[src/rtl/ddc_pkg.sv]
// DDC sample streamer shared definitions.
// Output FSM states, default sample width and a clog2 helper.
package ddc_pkg;

  localparam int DDCOUT_WIDTH = 25;

  typedef enum logic {
    ST_EMPTY   = 1'b0,
    ST_PRESENT = 1'b1
  } out_state_e;

  function automatic int clog2(input int value);
    int r;
    int v;
    r = 0;
    v = value - 1;
    while (v > 0) begin
      r++;
      v = v >> 1;
    end
    return r;
  endfunction

endpackage

[src/rtl/ddc_sync_fifo.sv]
// Single-clock dual-pointer RAM FIFO with registered read.
// rd_data_o always holds the current head one cycle after any change.
module ddc_sync_fifo
  import ddc_pkg::*;
#(
  parameter int DW    = 50,
  parameter int DEPTH = 16
) (
  input  logic                     clk_i,
  input  logic                     rst_n_i,
  input  logic                     clr_i,
  input  logic                     wr_en_i,
  input  logic [DW-1:0]            wr_data_i,
  input  logic                     rd_en_i,
  output logic [DW-1:0]            rd_data_o,
  output logic [clog2(DEPTH):0]    count_o,
  output logic                     empty_o
);

  localparam int AW = clog2(DEPTH);
  localparam int CW = AW + 1;

  logic [DW-1:0] mem_q [DEPTH];
  logic [AW-1:0] wr_ptr_q, wr_ptr_d;
  logic [AW-1:0] rd_ptr_q, rd_ptr_d;
  logic [CW-1:0] count_q, count_d;
  logic [DW-1:0] rd_data_q;

  // Next pointer and occupancy values.
  always_comb begin
    wr_ptr_d = wr_ptr_q + AW'(wr_en_i);
    rd_ptr_d = rd_ptr_q + AW'(rd_en_i);
    count_d  = count_q + CW'(wr_en_i) - CW'(rd_en_i);
  end

  // RAM write port; storage itself needs no reset.
  always_ff @(posedge clk_i) begin
    if (wr_en_i) begin
      mem_q[wr_ptr_q] <= wr_data_i;
    end
  end

  // Pointers, count and registered head read with write-through.
  always_ff @(posedge clk_i or negedge rst_n_i) begin
    if (!rst_n_i) begin
      wr_ptr_q  <= '0;
      rd_ptr_q  <= '0;
      count_q   <= '0;
      rd_data_q <= '0;
    end else if (clr_i) begin
      wr_ptr_q  <= '0;
      rd_ptr_q  <= '0;
      count_q   <= '0;
      rd_data_q <= '0;
    end else begin
      wr_ptr_q  <= wr_ptr_d;
      rd_ptr_q  <= rd_ptr_d;
      count_q   <= count_d;
      if (wr_en_i && (wr_ptr_q == rd_ptr_d)) begin
        rd_data_q <= wr_data_i;
      end else begin
        rd_data_q <= mem_q[rd_ptr_d];
      end
    end
  end

  assign rd_data_o = rd_data_q;
  assign count_o   = count_q;
  assign empty_o   = (count_q == '0);

endmodule

[src/rtl/ddc_sample_streamer.sv]
// Buffers DDC I/Q pairs and streams them out as framed valid/ready beats.
// Output register plus FIFO; level counts both, drops are counted.
module ddc_sample_streamer
  import ddc_pkg::*;
#(
  parameter int DATA_WIDTH = DDCOUT_WIDTH,
  parameter int FIFO_DEPTH = 16,
  parameter int FRAME_LEN  = 64
) (
  input  logic                         clk_i,
  input  logic                         rst_n_i,
  input  logic                         en_i,
  input  logic                         clr_i,
  input  logic [DATA_WIDTH-1:0]        idata_i,
  input  logic [DATA_WIDTH-1:0]        qdata_i,
  input  logic                         val_i,
  output logic [2*DATA_WIDTH-1:0]      tdata_o,
  output logic                         tvalid_o,
  input  logic                         tready_i,
  output logic                         tlast_o,
  output logic [clog2(FIFO_DEPTH):0]   level_o,
  output logic                         overflow_o,
  output logic [15:0]                  drop_cnt_o
);

  localparam int LW = clog2(FIFO_DEPTH) + 1;
  localparam int FW = clog2(FRAME_LEN);
  localparam int PW = 2 * DATA_WIDTH;

  out_state_e    state_q, state_d;
  logic [PW-1:0] out_q;
  logic [FW-1:0] frame_q;
  logic          ovf_q;
  logic [15:0]   drop_q;

  logic [PW-1:0] fifo_rdata;
  logic [LW-1:0] fifo_cnt;
  logic          fifo_empty;
  logic          push, pop, load_in;

  logic [LW-1:0] level;
  logic          present, full, smp, wr, drop, xfer, last;

  assign present = (state_q == ST_PRESENT);
  assign level   = fifo_cnt + LW'(present);
  assign full    = (level == LW'(FIFO_DEPTH));
  assign smp     = val_i & en_i & ~clr_i;
  assign wr      = smp & ~full;
  assign drop    = smp & full;
  assign xfer    = present & tready_i;
  assign last    = (frame_q == FW'(FRAME_LEN - 1));

  ddc_sync_fifo #(
    .DW    (PW),
    .DEPTH (FIFO_DEPTH)
  ) u_fifo (
    .clk_i     (clk_i),
    .rst_n_i   (rst_n_i),
    .clr_i     (clr_i),
    .wr_en_i   (push),
    .wr_data_i ({qdata_i, idata_i}),
    .rd_en_i   (pop),
    .rd_data_o (fifo_rdata),
    .count_o   (fifo_cnt),
    .empty_o   (fifo_empty)
  );

  // Output FSM state register.
  always_ff @(posedge clk_i or negedge rst_n_i) begin
    if (!rst_n_i) begin
      state_q <= ST_EMPTY;
    end else begin
      state_q <= state_d;
    end
  end

  // Next state and routing of new samples: bypass to output or queue.
  always_comb begin
    state_d = state_q;
    push    = 1'b0;
    pop     = 1'b0;
    load_in = 1'b0;
    if (clr_i) begin
      state_d = ST_EMPTY;
    end else begin
      unique case (state_q)
        ST_EMPTY: begin
          if (wr) begin
            load_in = 1'b1;
            state_d = ST_PRESENT;
          end
        end
        ST_PRESENT: begin
          if (xfer) begin
            if (!fifo_empty) begin
              pop  = 1'b1;
              push = wr;
            end else if (wr) begin
              load_in = 1'b1;
            end else begin
              state_d = ST_EMPTY;
            end
          end else begin
            push = wr;
          end
        end
      endcase
    end
  end

  // Output data register, loaded from input bypass or FIFO head.
  always_ff @(posedge clk_i or negedge rst_n_i) begin
    if (!rst_n_i) begin
      out_q <= '0;
    end else if (clr_i) begin
      out_q <= '0;
    end else if (load_in) begin
      out_q <= {qdata_i, idata_i};
    end else if (pop) begin
      out_q <= fifo_rdata;
    end
  end

  // Frame position of the presented pair; wraps after the last beat.
  always_ff @(posedge clk_i or negedge rst_n_i) begin
    if (!rst_n_i) begin
      frame_q <= '0;
    end else if (clr_i) begin
      frame_q <= '0;
    end else if (xfer) begin
      frame_q <= last ? '0 : frame_q + 1'b1;
    end
  end

  // Sticky overflow and saturating drop counter.
  always_ff @(posedge clk_i or negedge rst_n_i) begin
    if (!rst_n_i) begin
      ovf_q  <= 1'b0;
      drop_q <= '0;
    end else if (clr_i) begin
      ovf_q  <= 1'b0;
      drop_q <= '0;
    end else if (drop) begin
      ovf_q <= 1'b1;
      if (drop_q != 16'hFFFF) begin
        drop_q <= drop_q + 16'd1;
      end
    end
  end

  assign tdata_o    = out_q;
  assign tvalid_o   = present;
  assign tlast_o    = present & last;
  assign level_o    = level;
  assign overflow_o = ovf_q;
  assign drop_cnt_o = drop_q;

endmodule

[config.mk]
export PLATFORM = sky130hd
export DESIGN_NAME = ddc_sample_streamer
export DESIGN_NICKNAME = d
export VERILOG_FILES = /design/src/rtl/ddc_pkg.sv /design/src/rtl/ddc_sync_fifo.sv /design/src/rtl/ddc_sample_streamer.sv
export SDC_FILE = /design/constraint.sdc
export NUM_CORES = 1
export LEC_CHECK = 0
export CAP_MARGIN = 40
export CORE_UTILIZATION = 40
export CTS_CLUSTER_DIAMETER = 50
export CTS_CLUSTER_SIZE = 24
export DETAILED_ROUTE_END_ITERATION = 12
export GPL_ROUTABILITY_DRIVEN = 1
export HOLD_SLACK_MARGIN = 0.03
export PLACE_DENSITY_LB_ADDON = 0.05
export SKIP_CTS_REPAIR_TIMING = 1
export SYNTH_ARGS = -nofsm -noshare
export SYNTH_HDL_FRONTEND = slang
export SYNTH_SLANG_ARGS = --single-unit
[constraint.sdc]
create_clock -name clk_i -period 9.64 [get_ports clk_i]
set_clock_uncertainty 0.2 [all_clocks]
set_input_delay 1.928 -clock clk_i [delete_from_list [all_inputs] [get_ports clk_i]]
set_output_delay 1.928 -clock clk_i [all_outputs]
set_load 0.01 [all_outputs]
==> qor.csv <==
metric;value;unit
status;finished clean;
Setup violations, final;0;
Iter 0 DRT Violations;1284;
Avg Vias per Cell;5.546;
unrepaired setup endpoints after global routing;false;
Post-synth top flop;edfxtp_1;
Fin. Hold Viols;0;
largest net degree at the start of global routing;103;
total of max-cap violations;0;
Slew Viols, Final;0;
dpl hpwl;45890;um
combinational share of power;0.057;
pwr dens;212.5;nW/um2
area leader, netlist;edfxtp_1;
Syn Area/Cell;20.43;um2
DR vias;18080;
P_sw;2.117;mW
Syn. warnings;0;
top post-synthesis cells by count;800 x edfxtp_1, 201 x mux2i_1, 200 x mux4_2, 137 x dfrtp_1, 73 x nor2_1;
worst hold path type;flip-flop to flip-flop;
crit path kind;input pin to flip-flop;
TritonCTS clock tree;yes;
Final ANT Viol Nets;0;
met2 Use GR;0.3318;
switch share;0.2276;
core area;90700;um2
global route total overflow;0;
clk_lat worst skew;690;ps
worst-path fanout max;40;
overall power;9.298;mW
Yosys top cell area share;0.6517;
count leader, synth;edfxtp_1;
grt met3 use;0.03057;
drt total wl;89680;um
GRT Total Usage;0.1954;
Initial Util;0.4064;
IO Pins;130;
Seq pwr share;0.482;
fin crit share;0.6057;
cts bufs inserted;108;
Synth async-reset ratio;0.1462;
Worst-Margin Slew;932.7;ps
synthesized cell area;36860;um2
CTS Sinks;937;
Cell variety after synth;51;
footprint of the multi-input gates;9062;um2
fmax;171.3;MHz
min Tclk post-route;5839;ps
Leak;14.77;nW
Post-synth EDFFs;800;
vias in the first global route;19254;
Port Buf Inserts;129;
H-tree Lvls;3;
met1 usage;0.2644;
cell internal pwr;7.182;mW
routed len/inst;27.51;um
clock power share;0.461;
syn nets;1877;
Die Y;305.6;um
Slew headroom;0.3782;
clock slew at reported path FFs;60;ps
Die ar.;93380;um2
Area growth syn-to-layout;18.72;%
Worst EP required;10030;ps
clock root buffer;clkbuf_16;
global-route wire length before repair;132700;um
row count;110;
cells after synthesis;1804;
Clock Tree Buf Depth;3;
GR peak layer;met2;
crit end category;flip-flop;
Worst IR Drop VDD;161.2;uV
DRC Markers;0;
Seq. cell area;27450;um2
fraction of layout cells with a size suffix above 1;0.2328;
flops & latches, synth;937;
initial antenna violation count;4;
startpoint types;input pin;
NumNets Final;2063;
GP Congestion;0.7063;
die width;305.6;um
Synth area leaders;edfxtp_1 65%, mux4_2 12%, dfrtp_1 9.3%, mux2i_1 5.5%, a22o_1 1.2%;
setup TNS;0;ps
Worst Path Arrival;6230;ps
FILL cells;7486;
Seq/Total Area, Yosys;0.7447;
first drt pass iteration count;8;
power by group through the flow:
| stage | Combinational [mW] | Clock (mW) | Sequential (mW) |
|---|---|---|---|
| 2_1_floorplan | 0.295 | 0 | 4.57 |
| 3_3_place_gp | 0.525 | 0 | 4.57 |
| 3_5_place_dp | 0.538 | 0 | 4.57 |
| 4_1_cts | 0.540 | 4.39 | 4.49 |
| 5_1_grt | 0.576 | 4.55 | 4.49 |
| 6_report | 0.526 | 4.29 | 4.49 |
state kept, by name (all words and copies together) (netlist names):
register          cells
frame_q               6
u_fifo.mem_q        800
u_fifo.count_o        5
tdata_o              50
overflow_o            1
u_fifo.rd_ptr_q       4
tvalid_o              1
u_fifo.wr_ptr_q       4
drop_cnt_o           16
u_fifo.rd_data_o     50
per-layer routing:
layer,vias up,part of all wire
li1,7831,-
met1,9763,0.44
met2,350,0.51
met3,130,0.037
met4,6,0.019
met5,-,0.00045
worst max-delay path: stages:
cell             delay, ps
clkdlybuf4s50_1        550
nand2_1                220
nor3_1                 370
ha_4                   210
ha_4                   150
xor2_4                 120
buf_4                  500
xor2_1                 140
nor4_1                 560
and2_2                 450
buf_4                  680
a22o_1                 260
cells in the final DEF (no fill, tap or decap), types with 10 or more instances in the layout:
| master | n |
|---|---|
| dfrtp_1 | 137 |
| inv_6 | 20 |
| clkinv_8 | 12 |
| buf_4 | 43 |
| a21oi_1 | 18 |
| a22o_1 | 50 |
| inv_8 | 11 |
| ha_1 | 14 |
| inv_1 | 11 |
| clkinv_4 | 10 |
| bufinv_16 | 11 |
| nor2_1 | 68 |
| or4_1 | 10 |
| a211oi_1 | 50 |
| mux2i_1 | 201 |
| nand3_1 | 15 |
| edfxtp_1 | 800 |
| nand2_1 | 17 |
| clkdlybuf4s50_1 | 127 |
| mux4_2 | 200 |
| clkbuf_16 | 109 |
final timing paths:
kind | startpoint | to | slack, ps | depth (start not counted)
setup / recovery | tready_i | u_fifo.rd_data_o[46] | 3800 | 12
hold reg to reg | overflow_o | overflow_o | 340 | 2
min in group asynchronous | rst_n_i | drop_cnt_o[4] | 960 | 1
hold / removal | overflow_o | overflow_o | 340 | 2
max in group asynchronous | rst_n_i | frame_q[4] | 7410 | 3
setup reg to reg | u_fifo.count_o[2] | u_fifo.rd_data_o[46] | 4700 | 13
area by class of cell:
class / instances / area share
Tap cell: 1176 / 0.03362
Timing Repair Buffer: 182 / 0.04308
Antenna cell: 1 / 0.00005718
Clock buffer: 121 / 0.06450
Sequential cell: 937 / 0.6272
Multi-Input combinational cell: 748 / 0.2071
Inverter: 13 / 0.001115
Clock inverter: 82 / 0.02333
metrics by stage:
stage          std cells  worst slack [ps]  hold slack [ps]  utilization  area, um2
6_report            3260              3801            336.1       0.4825      43770
5_1_grt             3259              3673            371.0       0.4825      43760
4_1_cts             3259              3830            341.2       0.4825      43760
3_5_place_dp        3056              3138            323.8       0.4401      39920
3_3_place_gp        3047              3112            316.9       0.4375      39680
2_1_floorplan       1804              1324            304.9            -      36860
cells by family (layout without fill, tap and decap cells):
kind of cell | Yosys count | after routing | synth area share
muxes | 403 | 403 | 0.1774
AOI/OAI and AO/OA | 140 | 140 | 0.02963
adders and majority gates | 17 | 17 | 0.005974
other | 0 | 1 | 0
buffers and inverters | 119 | 398 | 0.01466
DFF | 937 | 937 | 0.7447
xor gates and xnor gates | 17 | 17 | 0.004039
and+or+nand+nor | 171 | 171 | 0.02366
(Power assumes the default switching activity.)
==> patch 1, RTL diff (config.mk and constraints unchanged) <==
Set the parameter `FIFO_DEPTH` to 8 (it was 16).
--- a/src/rtl/ddc_sample_streamer.sv
+++ b/src/rtl/ddc_sample_streamer.sv
@@ -5,5 +5,5 @@
 #(
   parameter int DATA_WIDTH = DDCOUT_WIDTH,
-  parameter int FIFO_DEPTH = 16,
+  parameter int FIFO_DEPTH = 8,
   parameter int FRAME_LEN  = 64
 ) (
Ports: changed (resized level_o); port bits go from 130 to 129. The function was not compared with the original's and may differ.
==> patch 1 against the unedited design <==
- routed wire length is 46% lower
- sequential cell count is 403 lower
- area after synthesis is 43% lower
- power is 48% lower
- count of clock-buffer cells in the layout is 62 lower
- sequential share of layout area is 2.2 points lower
- final area is 42% lower
- worst setup slack better by 0.39 ns
- sequential power is 44% lower
==> patch 1: results (changes against the unedited design) <==
drt:
  viasPerCell: 5.41  # -2.5%
  detailroute.wirelength.met2_um: 23000  # -49%
  first_iter_violations: 754  # -41%
  sum_of_routed_wire_segments_on_met1_um: 22600  # -42%
  initial_drt_pass_iterations: 5  # -3
  wire_per_inst_um: 23.7  # -14%
  wl_met3_um: 1890  # -43%
layout:
  antenna_cells: 0  # -1
  multi_input_area_sq_um: 5610  # -38%
  num-fill-cells: 4317  # -42%
  buffer_area_share_pct: 6.73  # +2.4 points
  clock_buffers: 59  # -51%
  multi_input_comb_cells: 567  # -24%
  seqAreaFraction_pct: 60.5  # -2.2 points
  number_of_nets_in_the_layout: 1393  # -32%
  numSequentialCells: 534  # -43%
  final.signal_buffer_count: 160  # -12%
  clock_tree_area_fraction_pct: 7.16  # -1.6 points
logic_synthesis:
  synth_common_cells: "sky130_fd_sc_hd__edfxtp_1, sky130_fd_sc_hd__dfrtp_1, sky130_fd_sc_hd__nor2_1"
  register_area_share_after_synthesis_pct: 72.5  # -1.9 points
  synth_async_sr_flop_share_pct: 25.1  # +10 points
  syn_area_per_cell_sq_um: 18.0  # -12%
  synth_nets: 1251  # -33%
  synth.top_cells.by_area: "sky130_fd_sc_hd__edfxtp_1, sky130_fd_sc_hd__dfrtp_1, sky130_fd_sc_hd__mux4_2"
  synth_edf_count: 400  # -50%
setup_path:
  crit_path_max_incr_delay_ns: 0.77  # +0.09 ns
  cp_arrival_ns: 5.68  # -0.55 ns
  worst-path-max-fanout: 41  # +2.5%
  reg2reg_slack_ns: 5.19  # +0.49 ns
  r2r_cells: 10  # -3
global_route:
  grt_max_degree: 81  # -21%
  use_met1_pct: 26.6  # +0.12 points
  grt_pass1_wl_um: 73200  # -45%
  use_met2_pct: 29.2  # -4.0 points
  number_of_antenna_violations_at_the_first_check_in_global_routing: 2  # -2
  globalRouteTotalUtil_pct: 18.4  # -1.1 points
  first_global_vias: 11500  # -40%
  global_route.usage.met3_pct: 2.74  # -0.32 points
cts:
  worst_skew_pair.late_latency_ns: 0.60  # -0.09 ns
  maximum_count_of_clock_buffers_along_a_single_path: 3  # unchanged
  cts_buffers: 51  # -53%
placement:
  dp_hpwl_um: 26500  # -42%
  placed_cells_incl_taps: 1949  # -36%
  gp_congestion: 0.722  # +2.2%
  port_buffers: 128  # -0.78%
worst_hold_path:
  worst_hold_path.num_cells: 2  # unchanged
power:
  seq_cell_power_mw: 2.51  # -44%
  p_leak_nw: 8.37  # -43%
  worst_ir_drop_vdd_uv: 137  # -15%
  clock_group_power_mw: 2.12  # -51%
status:
  run_status: "completed"
sta:
  tightestPinTransition_ns: 0.853  # -0.0795 ns
## patch 1: cell count changes in the layout (fill, tap and decap cells not counted), moves of 15 or more
cell,before,now
sky130_fd_sc_hd__clkbuf_16,109,53
sky130_fd_sc_hd__a211oi_1,50,100
sky130_fd_sc_hd__inv_6,20,5
sky130_fd_sc_hd__mux4_2,200,100
sky130_fd_sc_hd__a22o_1,50,0
sky130_fd_sc_hd__buf_4,43,21
sky130_fd_sc_hd__mux2i_1,201,100
sky130_fd_sc_hd__edfxtp_1,800,400
sky130_fd_sc_hd__nor2_1,68,119
## patch 1: cells by family (layout without fill, tap and decap cells)
logic type	after synthesis	count (layout)	synth area share [%]
flip-flops	534	534	72.5
multiplexers	201	201	15.4
AO/OA/AOI/OAI	141	141	4.85
buffers and inverters	79	263	1.58
AND/OR/NAND/NOR	197	197	4.11
adder cells (fa/ha/maj)	15	15	0.921
XOR/XNOR	13	13	0.608
## patch 1: worst paths after layout
check	to
max in group asynchronous	u_fifo.rd_data_o[11]
hold reg to reg	overflow_o
setup reg to reg	u_fifo.rd_data_o[27]
setup / recovery	u_fifo.rd_data_o[27]
min in group asynchronous	drop_cnt_o[8]
hold / removal	overflow_o
## patch 1: per-stage QoR
| stage | power [mW] | area (sq um) | setup slack, ns | utilization, % | hold slack (ns) |
|---|---|---|---|---|---|
| 2_1_floorplan | 2.62 | 21200 | 2.85 | - | 0.317 |
| 3_3_place_gp | 2.74 | 23300 | 3.13 | 45.0 | 0.301 |
| 3_5_place_dp | 2.74 | 23600 | 3.47 | 45.5 | 0.300 |
| 4_1_cts | 4.88 | 25400 | 4.12 | 49.0 | 0.315 |
| 5_1_grt | 4.97 | 25400 | 3.78 | 49.0 | 0.333 |
| 6_report | 4.81 | 25400 | 4.19 | 49.0 | 0.312 |
==> patch 2, RTL diff (config.mk and constraints unchanged) <==
Made on the original files. Put a register stage on the output `level_o`, with the module's reset. The value now appears one clock later. The other outputs are not delayed to match.
--- a/src/rtl/ddc_sample_streamer.sv
+++ b/src/rtl/ddc_sample_streamer.sv
@@ -152,5 +152,11 @@
   assign tvalid_o   = present;
   assign tlast_o    = present & last;
-  assign level_o    = level;
+  always_ff @(posedge clk_i or negedge rst_n_i) begin
+    if (!rst_n_i) begin
+      level_o <= '0;
+    end else begin
+      level_o <= level;
+    end
+  end
   assign overflow_o = ovf_q;
   assign drop_cnt_o = drop_q;
Formal check against the unedited RTL: not equivalent (Yosys sat finds a counterexample within 4 cycles, from zero or initial values and one cycle with rst_n_i low).
==> patch 2 against the unedited design <==
- routed wire length up 1.3%
- critical path type unchanged
- worst setup slack improved by 0.41 ns
- area after synthesis up 0.29%
- die area grew 0.28%
- critical path depth decreased by 1
- count of clock-buffer cells in the layout up 8
- power is 1.3% higher
- critical endpoint is now u_fifo.rd_data_o[16]
- final area is 0.74% higher
- highest routed layer is now met4
- sequential cell count increased by 5
- largest power group unchanged
- register-to-register slack better by 0.24 ns
==> patch 2: results (changes against the unedited design) <==
status:
  run_status: "completed"
layout:
  num-fill-cells: 7594  # +1.4%
  largest_register_ffs: 800  # unchanged
  antenna_cells: 0  # -1
  number_of_nets_in_the_layout: 2080  # +0.82%
  drive_above_1_share_pct: 22.9  # -0.39 points
  layout.cell_area.non_filler_sq_um: 44100  # +0.74%
cts:
  maximum_count_of_clock_buffers_along_a_single_path: 3  # unchanged
  cts-htree-levels: 3  # unchanged
  cts_buffers: 110  # +1.9%
drt:
  first_iter_violations: 1426  # +11%
  detailroute.wirelength.met2_um: 46100  # +1.7%
  sum_of_routed_wire_segments_on_met1_um: 39600  # +0.94%
  highest-signal-layer: "met4"
  wire_per_inst_um: 27.6  # +0.37%
  initial_drt_pass_iterations: 5  # -3
  wl_met3_um: 3120  # -5.8%
  route.final.wire_length_um: 90900  # +1.3%
  viasPerCell: 5.48  # -1.2%
placement:
  preCtsSetupSlack_ns: 3.52  # +0.377 ns
  gp_congestion: 0.695  # -1.6%
  postPlaceCellArea_sq_um: 40200  # +0.63%
  dp_hpwl_um: 47000  # +2.3%
  placed_cells_incl_taps: 3081  # +0.82%
setup_path:
  worst-path-max-fanout: 102  # +160%
  reg2reg_slack_ns: 4.94  # +0.24 ns
  worst_setup_path_startpoint: "tready_i"
  cp_arrival_ns: 5.78  # -0.45 ns
  slowest_cp_cell: "sky130_fd_sc_hd__buf_12"
  worst_r2r_src: "u_fifo.count_o[2]"
  ff_to_ff_end: "u_fifo.rd_data_o[16]"
  r2r_cells: 12  # -1
global_route:
  number_of_antenna_violations_at_the_first_check_in_global_routing: 0  # -4
  first_global_vias: 19500  # +1.4%
  global_route.usage.met3_pct: 2.72  # -0.33 points
  use_met1_pct: 26.2  # -0.25 points
  grt_max_degree: 108  # +4.9%
  globalRouteTotalUtil_pct: 19.6  # +0.094 points
  use_met2_pct: 33.7  # +0.54 points
  grt_pass1_wl_um: 133000  # +0.46%
power:
  sw_frac_of_total_pct: 22.1  # -0.68 points
  worst_ir_drop_vdd_uv: 156  # -3.0%
  clock_group_power_mw: 4.39  # +2%
  power.combinational.fraction_pct: 5.5  # -0.2 points
  totalPowerFinal_mw: 9.42  # +1.3%
  p_leak_nw: 14.9  # +0.99%
logic_synthesis:
  synth_nets: 1882  # +0.27%
  netlist_instances: 1809  # +0.28%
  synth_common_cells: "sky130_fd_sc_hd__edfxtp_1, sky130_fd_sc_hd__mux2i_1, sky130_fd_sc_hd__mux4_2, sky130_fd_sc_hd__dfrtp_1, sky130_fd_sc_hd__nor2_1"
  synth_async_sr_flop_share_pct: 15.1  # +0.45 points
  register_area_share_after_synthesis_pct: 74.6  # +0.13 points
  synth.top_cells.by_area: "sky130_fd_sc_hd__edfxtp_1, sky130_fd_sc_hd__mux4_2, sky130_fd_sc_hd__dfrtp_1"
worst_hold_path:
  worst_hold_path.num_cells: 1  # -1
  hold_start: "frame_q[3]"
  worst_case_hold_path_end_point: "frame_q[3]"
sta:
  worst_hold_slack_ns: 0.323  # -0.0132 ns
  tightestPinTransition_ns: 0.992  # +0.0598 ns
  timing.fmax_ghz: 0.184  # +7.5%
## patch 2: cell count changes after synthesis, sizes merged, moves of 3 or more
cell	change
a21oi	-7
buf	-14
clkbuf	+12
dfrtp	+5
mux2	+4
nand2	+5
nand3	-5
nor2	+6
o31ai	-3
or4	-5
xnor2	+3
xor2	-3
## patch 2: kinds of logic (layout without fill, tap and decap cells)
kind of cell    after synthesis  count (layout)  share of synthesized area (%)
compound gates              137             137                           2.96
xor+xnor                     17              17                          0.403
fa+ha+maj                    17              17                          0.596
buf+inv                     116             412                           1.40
flops                       942             942                           74.6
mux                         407             407                           17.8
simple gates                173             173                           2.24
## patch 2: final cells by class
class / instances / share of cell area, %
multi-input cells: 751 / 20.5
inverters: 12 / 0.102
well taps: 1186 / 3.37
flip-flops and latches: 942 / 62.5
repair buffers: 190 / 4.59
clock buffers: 129 / 6.54
clock inverters: 81 / 2.34
